<file path="config.mk">
export PLATFORM = sky130hd
export DESIGN_NAME = bar_graph_mapper
export DESIGN_NICKNAME = d
export VERILOG_FILES = /design/src/rtl/bar_graph_mapper.sv
export SDC_FILE = /design/constraint.sdc
export NUM_CORES = 1
export LEC_CHECK = 0
export ABC_AREA = 1
export BUFFER_PORTS_ARGS = -buffer_cell sky130_fd_sc_hd__buf_2
export CORE_UTILIZATION = 64
export DETAILED_ROUTE_END_ITERATION = 10
export PLACE_DENSITY_LB_ADDON = 0.15
export SLEW_MARGIN = 0
export SYNTH_ARGS = -nofsm -noshare
export SYNTH_HDL_FRONTEND = slang
export SYNTH_SLANG_ARGS = --single-unit
</file>
<file path="constraint.sdc">
create_clock -name Clk -period 27.7 [get_ports Clk]
set_input_delay 2.77 -clock Clk [delete_from_list [all_inputs] [get_ports Clk]]
set_output_delay 2.77 -clock Clk [all_outputs]
set_load 0.01 [all_outputs]
</file>
<file path="src/rtl/bar_graph_mapper.sv">
// Multi-bar spectrum colour mapper with per-bar peak-hold markers.
// Amplitudes are double-buffered and swapped on each frame edge.
module bar_graph_mapper #(
  parameter int NUM_BARS   = 10,
  parameter int BAR_X0     = 10,
  parameter int BAR_W      = 53,
  parameter int BAR_GAP    = 10,
  parameter int SCREEN_H   = 480,
  parameter int PEAK_H     = 3,
  parameter int PEAK_HOLD  = 30,
  parameter int PEAK_DECAY = 2
) (
  input  logic       Clk,
  input  logic       Reset_n,
  input  logic       frame_clk,
  input  logic       Amp_we,
  input  logic [3:0] Amp_addr,
  input  logic [9:0] Amp_data,
  input  logic       Mode,
  input  logic [9:0] DrawX,
  input  logic [9:0] DrawY,
  output logic [7:0] Red,
  output logic [7:0] Green,
  output logic [7:0] Blue
);

  localparam int HW = $clog2(PEAK_HOLD + 1);
  localparam logic [10:0] L_H  = 11'(SCREEN_H);
  localparam logic [10:0] L_PH = 11'(PEAK_H);
  localparam logic [10:0] L_PD = 11'(PEAK_DECAY);

  logic [9:0]    r_shadow [NUM_BARS];
  logic [9:0]    r_active [NUM_BARS];
  logic [9:0]    r_peak   [NUM_BARS];
  logic [HW-1:0] r_hold   [NUM_BARS];
  logic          r_frame_q;

  logic                w_swap;
  logic [9:0]          w_wdata;
  logic [10:0]         w_x;
  logic [10:0]         w_y;
  logic [9:0]          w_pk_next [NUM_BARS];
  logic [NUM_BARS-1:0] w_bar;
  logic [NUM_BARS-1:0] w_pk;
  logic [7:0]          w_r;
  logic [7:0]          w_g;
  logic [7:0]          w_b;

  assign w_swap  = frame_clk & ~r_frame_q;
  assign w_wdata = ({1'b0, Amp_data} > L_H) ? L_H[9:0] : Amp_data;
  assign w_x     = {1'b0, DrawX};
  assign w_y     = {1'b0, DrawY};

  for (genvar g = 0; g < NUM_BARS; g++) begin : g_bar
    localparam logic [10:0] LO = 11'(BAR_X0 + g * (BAR_W + BAR_GAP));
    localparam logic [10:0] HI = 11'(BAR_X0 + g * (BAR_W + BAR_GAP) + BAR_W - 1);
    logic        w_inx;
    logic [10:0] w_top;
    logic [10:0] w_pk_lo;
    logic [10:0] w_dec;

    assign w_inx   = (w_x >= LO) && (w_x <= HI);
    assign w_top   = L_H - {1'b0, r_peak[g]};
    assign w_pk_lo = (w_top >= L_PH) ? w_top - L_PH : '0;
    assign w_bar[g] = w_inx && (w_y < L_H) &&
                      (w_y >= L_H - {1'b0, r_active[g]});
    // w_y < w_top keeps a full-height peak (top=0) from wrapping
    assign w_pk[g] = w_inx && (r_peak[g] != '0) &&
                     (w_y >= w_pk_lo) && (w_y < w_top);
    assign w_dec = ({1'b0, r_peak[g]} >= L_PD) ?
                   {1'b0, r_peak[g]} - L_PD : '0;
    assign w_pk_next[g] = (w_dec > {1'b0, r_shadow[g]}) ?
                          w_dec[9:0] : r_shadow[g];
  end

  always_ff @(posedge Clk) begin
    if (!Reset_n) begin
      r_frame_q <= 1'b0;
      for (int i = 0; i < NUM_BARS; i++) begin
        r_shadow[i] <= '0;
        r_active[i] <= '0;
        r_peak[i]   <= '0;
        r_hold[i]   <= '0;
      end
    end else begin
      r_frame_q <= frame_clk;
      for (int i = 0; i < NUM_BARS; i++) begin
        if (w_swap) begin
          r_active[i] <= r_shadow[i];
          if (r_shadow[i] >= r_peak[i]) begin
            r_peak[i] <= r_shadow[i];
            r_hold[i] <= HW'(PEAK_HOLD);
          end else if (r_hold[i] != '0) begin
            r_hold[i] <= r_hold[i] - HW'(1);
          end else begin
            r_peak[i] <= w_pk_next[i];
          end
        end
        if (Amp_we && (Amp_addr == 4'(i)))
          r_shadow[i] <= w_wdata;
      end
    end
  end

  always_comb begin
    w_r = 8'h00;
    w_g = 8'h00;
    w_b = 8'h7F - {1'b0, DrawX[9:3]};
    unique case (1'b1)
      (|w_pk): begin
        w_r = 8'hFF;
        w_g = 8'hFF;
        w_b = 8'hFF;
      end
      (|w_bar): begin
        w_r = 8'hFF;
        w_g = Mode ? DrawY[8:1] : 8'h55;
        w_b = 8'h00;
      end
      default: ;
    endcase
  end

  always_ff @(posedge Clk) begin
    if (!Reset_n) begin
      Red   <= '0;
      Green <= '0;
      Blue  <= '0;
    end else begin
      Red   <= w_r;
      Green <= w_g;
      Blue  <= w_b;
    end
  end

endmodule

</file>
==> reports/metrics.csv, run 1 <==
stage;metric;value;unit
floorplan;Ports;63;
hold_path;worst hold-check path type;flip-flop to flip-flop;
detailed_routing;Routed Antenna Nets;0;
setup_path;nature of the critical path endpoint;flip-flop;
floorplan;Die ar.;57500;sq um
clocking;H-tree depth;2;
global_route;vias in the first global route;29800;
flow_run;Max Cap Viol;0;
cells_and_area;Net count, final;5593;
timing;Final Hold Viols;0;
detailed_routing;drt pass-1 iters;6;
global_route;largest net degree at the start of global routing;62;
floorplan;row cnt;86;
setup_path;CP most frequent cell;buf_4;
clocking;CTS Buffer Depth;3;
clocking;Post-CTS Repair Setup Buffers;0;
cells_and_area;P&R area growth vs syn;6.94;%
timing;Final setup viols;0;
placement;GPL Wtd Cong;0.969;
clocking;CTS root buf;clkbuf_16;
timing;RSZ-0062 raised after global routing;false;
timing;Final Max Tran Viols;0;
clocking;hold buffer count at CTS;0;
cells_and_area;layout cells sized above 1;6.95;%
placement;port bufs;62;
clocking;post-CTS sizing;0;
setup_path;CP max-delay cell;buf_2;
floorplan;core area;55500;sq um
setup_path;Critical Path Max Stage Delay;0.63;ns
logic_synthesis;most common flop cell mapped by yosys;edfxtp_1;
detailed_routing;Total Wirelength;96600;um
timing;f_max;0.158;GHz
pwr;PwrDens;51.8;nW/um^2
logic_synthesis;Yosys cell types;62;
logic_synthesis;sequential share of the synthesized area;30.0;%
placement;DPL Wire Length;71100;um
clocking;clk_lat worst skew;0.60;ns
floorplan;Initial Utilization;65.2;%
pwr;Pleak;0.0196;uW
logic_synthesis;Synth area leader;edfxtp_1;
logic_synthesis;Syn Std Cell Area;36200;sq um
logic_synthesis;Post-synth EDFFs;350;
pwr;Reg power frac;35.8;%
logic_synthesis;Ys Warns;0;
global_route;initial antenna violation count;4;
logic_synthesis;Synth top cells by count;1183 x nand2_1, 711 x inv_1, 698 x nor2_1;
detailed_routing;DRC viols;0;
cells_and_area;fin util;69.7;%
global_route;global-route wire length before repair;153000;um
clocking;Reg clk slew, reported paths;0.06;ns
setup_path;worst path arrival time;6.62;ns
clocking;CTS Sinks;368;
logic_synthesis;Post-Synthesis Cells;4927;
global_route;grt ovf;0;
pwr;power share of the combinational group;36.5;%
timing;worst-margin pin slew;0.964;ns
setup_path;worst-path cell chain;buf_2 -> nand2_1 -> nor2_4 -> buf_4 -> inv_4 -> buf_4 -> buf_4 -> nor2_1 -> nand3_1 -> nor2_1 -> a211oi_1;
pwr;internal power;1240;uW
floorplan;Die W;240;um
logic_synthesis;top-count cell post-synth;nand2_1;
logic_synthesis;Seq cells post-synth;368;
logic_synthesis;Syn Area/Cell;7.34;sq um
detailed_routing;number of DRC markers in iteration 0;2739;
global_route;GRT Total Usage;33.8;%
floorplan;Die Ht;240;um
logic_synthesis;Yosys top cell area share;29.0;%
timing;Slew HR;35.0;%
clocking;TritonCTS Buffers;43;
setup_path;CP Launch Type;primary input;
setup_path;critical path fanouts, max;52;
status;status;finished clean;
pwr;switching share of power;37.9;%
logic_synthesis;fraction of registers with async set/reset;0;%
detailed_routing;routed wire length per instance;16.7;um
timing;Layout Skew;0.0282;ns
timing;fin crit period;6.33;ns
timing;final period utilization;22.9;%
logic_synthesis;Synth area leaders;edfxtp_1 29%, ha_1 19%, nand2_1 12%;
clocking;CTS tree;built;
setup_path;Worst Setup Path Type;primary input to flip-flop;
detailed_routing;total number of vias;32400;
detailed_routing;routed vias/inst;5.60;
pwr;VDD IR-drop max;53.4;uV
timing;setup_tns;0;ns
pwr;Clk pwr share;27.6;%
setup_path;CP required;27.98;ns
pwr;Switch Pwr;760;uW
power groups by stage:
stage	combinational [uW]	sequential [uW]	clock, uW
after CTS	725	716	558
after global routing	843	724	577
after detailed placement	719	728	0
final	732	718	554
after global placement	698	726	0
after floorplan	551	714	0
stage by stage:
stage                     instances  hold slack [ns]  instance area, sq um  setup WS, ns  power, uW
final                          5785            0.591                 38700         21.37       2000
after global routing           5784            0.602                 38700         21.19       2140
after CTS                      5784            0.591                 38700         21.48       2000
after detailed placement       5705            0.583                 37400         20.93       1450
after global placement         5705            0.575                 37400         21.12       1420
after floorplan                4936            0.553                 36200         15.83       1270
flip-flops by register name, summed over array words and instances (netlist names):
name,flops
Blue,8
Green,8
Red,1
r_active,100
r_frame_q,1
r_hold,50
r_peak,100
r_shadow,100
kinds of logic (layout without fill, tap and decap cells):
kind of cell    Yosys count  after routing  share of synthesized area [%]
xor+xnor                151            151                           3.93
simple gates           2454           2454                           29.0
fa+ha+maj               552            552                           19.1
compound gates          582            582                           9.28
other cells               1             11                         0.0104
buf+inv                 819            919                           8.69
flops                   368            368                           30.0
worst paths after layout:
check	startpoint	end	slack [ns]	cells after the start
worst min register to register	r_hold[0][0]$_SDFFCE_PN0P_	r_hold[0][0]$_SDFFCE_PN0P_	0.59	1
worst max register to register	r_peak[9][0]$_DFFE_PP_	Green[3]$_SDFF_PN0_	23.19	30
worst max-delay path	Reset_n	r_peak[6][5]$_SDFFCE_PN0P_	21.37	11
worst min-delay path	r_hold[0][0]$_SDFFCE_PN0P_	r_hold[0][0]$_SDFFCE_PN0P_	0.59	1
cell type report:
cell class	instances	area, sq um
multi-input combinational	3749	22200
clock buffer	53	1130
fill	4790	16800
sequential	368	10900
tap	748	936
inverter	753	2830
clock inverter	26	200
timing repair buffer	87	498
antenna	1	2.50
per-layer routing:
layer | GRT usage [%] | up-vias | part of all wire [%]
li1 | - | 16400 | -
met1 | 44.2 | 14600 | 43
met2 | 55.8 | 1183 | 45
met3 | 5.29 | 246 | 8.4
met4 | 13.5 | 2 | 4.1
met5 | 0 | - | 0.012
cell usage in the layout (no fill, tap or decap), types with 26 or more instances in the layout:
cell	n
a211oi_1	35
a21oi_1	244
a31oi_1	32
buf_2	62
clkbuf_16	44
edfxtp_1	350
ha_1	552
inv_1	710
inv_2	36
nand2_1	1183
nand2_2	28
nand3_1	257
nand4_1	65
nor2_1	696
nor2_2	37
nor3_1	68
o21a_1	26
o21ai_0	149
or2_2	32
xnor2_1	28
xor2_1	111
critical path: cells and delay by family:
family	cells	cell delay, ns
buf+inv	5	2.00
simple gates	5	1.68
compound gates	1	0.09
Power figures use the tool's default switching activity.
==> run 2: changes to the inputs <==
--- a/config.mk
+++ b/config.mk
@@ -5,9 +5,9 @@
 export SDC_FILE = /design/constraint.sdc
 export NUM_CORES = 1
 export LEC_CHECK = 0
-export ABC_AREA = 1
+export ABC_AREA = 0
 export BUFFER_PORTS_ARGS = -buffer_cell sky130_fd_sc_hd__buf_2
-export CORE_UTILIZATION = 64
+export CORE_UTILIZATION = 59
 export DETAILED_ROUTE_END_ITERATION = 10
 export PLACE_DENSITY_LB_ADDON = 0.15
 export SLEW_MARGIN = 0
==> constraint.sdc (replaced) <==
create_clock -name Clk -period 5.3 [get_ports Clk]
set_input_delay 0.53 -clock Clk [delete_from_list [all_inputs] [get_ports Clk]]
set_output_delay 0.53 -clock Clk [all_outputs]
set_load 0.01 [all_outputs]
==> reports/metrics.csv, run 2 <==
stage;metric;value;unit;change
logic_synthesis;fraction of registers with async set/reset;0;%;unchanged
global_route;global-route wire length before repair;150000;um;-2.0%
logic_synthesis;top-count cell post-synth;ha_1;;
detailed_routing;drt pass-1 iters;6;;unchanged
detailed_routing;metal3 WL;6780;um;-16%
timing;Final Max Tran Viols;0;;unchanged
detailed_routing;highest metal used;met5;;
timing;RSZ-0062 raised after global routing;false;;
setup_path;worst-path cell chain;inv_1 -> ha_1 -> or4b_2 -> nor2_1 -> o211a_1 -> o211ai_1 -> or4b_1 -> and2_1 -> ha_1 -> nand2b_1 -> a211o_1 -> a21oi_1 -> o21ai_0 -> o211ai_1 -> a41oi_1 -> a2111oi_4 -> buf_4 -> buf_4 -> nand3_4 -> o21a_1;;
logic_synthesis;Syn Std Cell Area;35000;sq um;-3.3%
timing;final period utilization;95.3;%;
flow_run;Max Cap Viol;0;;unchanged
clocking;Reg clk slew, reported paths;0.06;ns;about the same
timing;Layout Skew;0.0237;ns;-0.00445 ns
logic_synthesis;multiplexer share of the synthesized area;1.82;%;+1.8 points
setup_path;CP required;5.77;ns;-22.21 ns
clocking;hold buffer count at CTS;0;;unchanged
logic_synthesis;Ys Warns;0;;unchanged
status;status;finished clean;;
floorplan;row cnt;88;;+2.3%
logic_synthesis;Yosys top cell area share;30.0;%;+1.0 points
floorplan;Die W;246;um;+2.4%
global_route;initial antenna violation count;6;;+2
placement;GPL Wtd Cong;0.981;;+1.3%
floorplan;core area;58100;sq um;+4.7%
floorplan;Initial Utilization;60.2;%;-5.0 points
setup_path;CP Launch Type;flip-flop;;
clocking;CTS root buf;clkbuf_16;;
setup_path;Critical Path Max Stage Delay;0.70;ns;+0.07 ns
clocking;TritonCTS Buffers;43;;unchanged
hold_path;worst hold-check path type;primary input to flip-flop;;
timing;f_max;0.198;GHz;
clocking;CTS Buffer Depth;3;;unchanged
pwr;VDD IR-drop max;291;uV;+440%
cells_and_area;ant diodes;0;;-1
logic_synthesis;Yosys cell types;100;;+61%
setup_path;CP delay by family, top;simple AND/OR/NAND/NOR gates;;
timing;worst-margin pin slew;1.24;ns;+0.278 ns
clocking;CTS tree;built;;
cells_and_area;commonest cells after routing, fill and taps aside;551 x ha_1, 486 x nor2_1, 350 x edfxtp_1;;
global_route;vias in the first global route;28000;;-6.3%
clocking;CTS Sinks;368;;unchanged
timing;WHS;0.171;ns;-0.419 ns
timing;Slew HR;17.0;%;-18 points
setup_path;Bufs and invs on worst path;3;;-2
detailed_routing;routed wire length per instance;20.0;um;+20%
setup_path;Worst Setup Path Type;flip-flop to flip-flop;;
detailed_routing;Total Wirelength;96600;um;about the same
logic_synthesis;largest family of logic cells by synthesized area;simple AND/OR/NAND/NOR gates;;
detailed_routing;Met1 Wirelength;42400;um;+2.2%
floorplan;Die ar.;60300;sq um;+4.8%
detailed_routing;Met2 Wirelength;43200;um;+0.28%
logic_synthesis;Syn Area/Cell;8.86;sq um;+21%
cells_and_area;most common cell after layout, fill and taps aside;ha_1;;
floorplan;Ports;63;;unchanged
logic_synthesis;simple-gate share of the synthesized area;20.2;%;-8.8 points
clocking;H-tree depth;2;;unchanged
cells_and_area;layout cells sized above 1;7.63;%;+0.68 points
global_route;GRT Total Usage;31.7;%;-2.1 points
placement;port bufs;62;;unchanged
floorplan;Die Ht;246;um;+2.4%
detailed_routing;routed vias/inst;6.12;;+9.2%
timing;Final Hold Viols;0;;unchanged
global_route;largest net degree at the start of global routing;71;;+15%
setup_path;worst path arrival time;5.52;ns;-1.10 ns
cells_and_area;Top Registers;r_active: 100 flops, r_peak: 100 flops, r_shadow: 100 flops;;
cells_and_area;P&R area growth vs syn;8.74;%;
pwr;PwrDens;272;nW/um^2;+430%
setup_path;nature of the critical path endpoint;flip-flop;;
detailed_routing;Routed Antenna Nets;0;;unchanged
logic_synthesis;sequential share of the synthesized area;31.1;%;+1.0 points
cells_and_area;fin util;65.4;%;-4.3 points
timing;Final setup viols;0;;unchanged
logic_synthesis;Post-Synthesis Cells;3947;;-20%
setup_path;critical path fanouts, max;10;;-81%
setup_path;CP max-delay cell;or4b_2;;
detailed_routing;total number of vias;29500;;-8.9%
logic_synthesis;most common flop cell mapped by yosys;edfxtp_1;;
logic_synthesis;Synth area leaders;edfxtp_1 30%, ha_1 20%, nor2_1 5.3%;;
clocking;clk_lat worst skew;0.59;ns;about the same
pwr;Pleak;0.0168;uW;-14%
detailed_routing;number of DRC markers in iteration 0;2420;;-12%
logic_synthesis;Post-synth EDFFs;350;;unchanged
cells_and_area;Net count, final;4623;;-17%
global_route;grt ovf;0;;unchanged
logic_synthesis;Seq cells post-synth;368;;unchanged
logic_synthesis;Synth Area in Compound Gates;15.0;%;+5.8 points
logic_synthesis;xor/xnor share of the synthesized area;7.01;%;+3.1 points
placement;DPL Wire Length;73300;um;+3.0%
detailed_routing;DRC viols;0;;unchanged
timing;fin crit period;5.05;ns;
logic_synthesis;Synth area leader;edfxtp_1;;
logic_synthesis;Synth top cells by count;552 x ha_1, 491 x nor2_1, 350 x edfxtp_1;;
logic_synthesis;Adder-Cell Fraction of Synth Area;19.9;%;+0.77 points
[run 2: changes by cell type after synthesis, moves of 64 or more]
cell      delta
xnor2_1    +170
inv_1      -404
nor3_1      +66
nand2_1    -875
a21o_1      +66
clkbuf_1    +64
nor2_1     -207
nand2b_1    +96
nand3_1    -145
[run 2: layout make-up]
class	instances	area, sq um
flip-flops and latches	368	10900
well taps	765	957
fillers	4888	20100
clock inverters	27	304
multi-input cells	3147	22500
repair buffers	157	1060
inverters	315	1180
clock buffers	47	1120
[run 2: logic make-up (layout without fill, tap and decap cells)]
kind of cell    Yosys count  in the layout
simple gates           1452           1453
compound gates          787            787
fa+ha+maj               556            556
buf+inv                 442            546
flops                   368            368
xor+xnor                279            279
mux                      62             62
other cells               1             10
[run 2: what timing repair did]
| action | CTS | global route |
|---|---|---|
| pin swaps | 1 | 5 |
| hold endpoints to repair | 0 | 0 |
| gates resized for setup | 1 | 12 |
| buffers inserted | 2 | 4 |
| setup endpoints to repair | 16 | 16 |
| gates cloned | 0 | 1 |
[run 2: per-stage QoR]
step | area, sq um | setup slack [ns] | TNS, ns | power (uW) | cells
2_1_floorplan | 35000 | 0.193 | 0 | 6320 | 3956
3_3_place_gp | 36500 | -0.0229 | -0.275 | 7190 | 4745
3_5_place_dp | 36500 | -0.109 | -1.57 | 7270 | 4745
4_1_cts | 37900 | 0.0579 | 0 | 10300 | 4821
5_1_grt | 38000 | 0.0235 | 0 | 11000 | 4826
6_report | 38000 | 0.249 | 0 | 10400 | 4826
[run 2: worst paths after layout]
check,from,cells past startpoint,end,slack (ns)
worst max register to register,r_peak[5][0]$_SDFFCE_PN0P_,20,Green[5]$_SDFF_PN0_,0.25
worst max-delay path,r_peak[5][0]$_SDFFCE_PN0P_,20,Green[5]$_SDFF_PN0_,0.25
worst min register to register,r_hold[0][24]$_SDFFCE_PN0P_,2,r_hold[0][24]$_SDFFCE_PN0P_,0.59
worst min-delay path,frame_clk,2,r_frame_q$_SDFF_PN0_,0.17
[run 2: power by group]
part | total [uW] | switching [uW] | internal (uW)
clock network | 3070 | 1250 | 1820
registers | 3730 | 272 | 3460
logic | 3560 | 2090 | 1480
total | 10400 | 3610 | 6760
[run 2: per-layer routing]
| metal | GRT usage [%] | vias to the layer above |
|---|---|---|
| met4 | 12.9 | 2 |
| met5 | 0 | - |
| met1 | 42.5 | 13800 |
| li1 | - | 14500 |
| met3 | 4.28 | 233 |
| met2 | 51.5 | 985 |
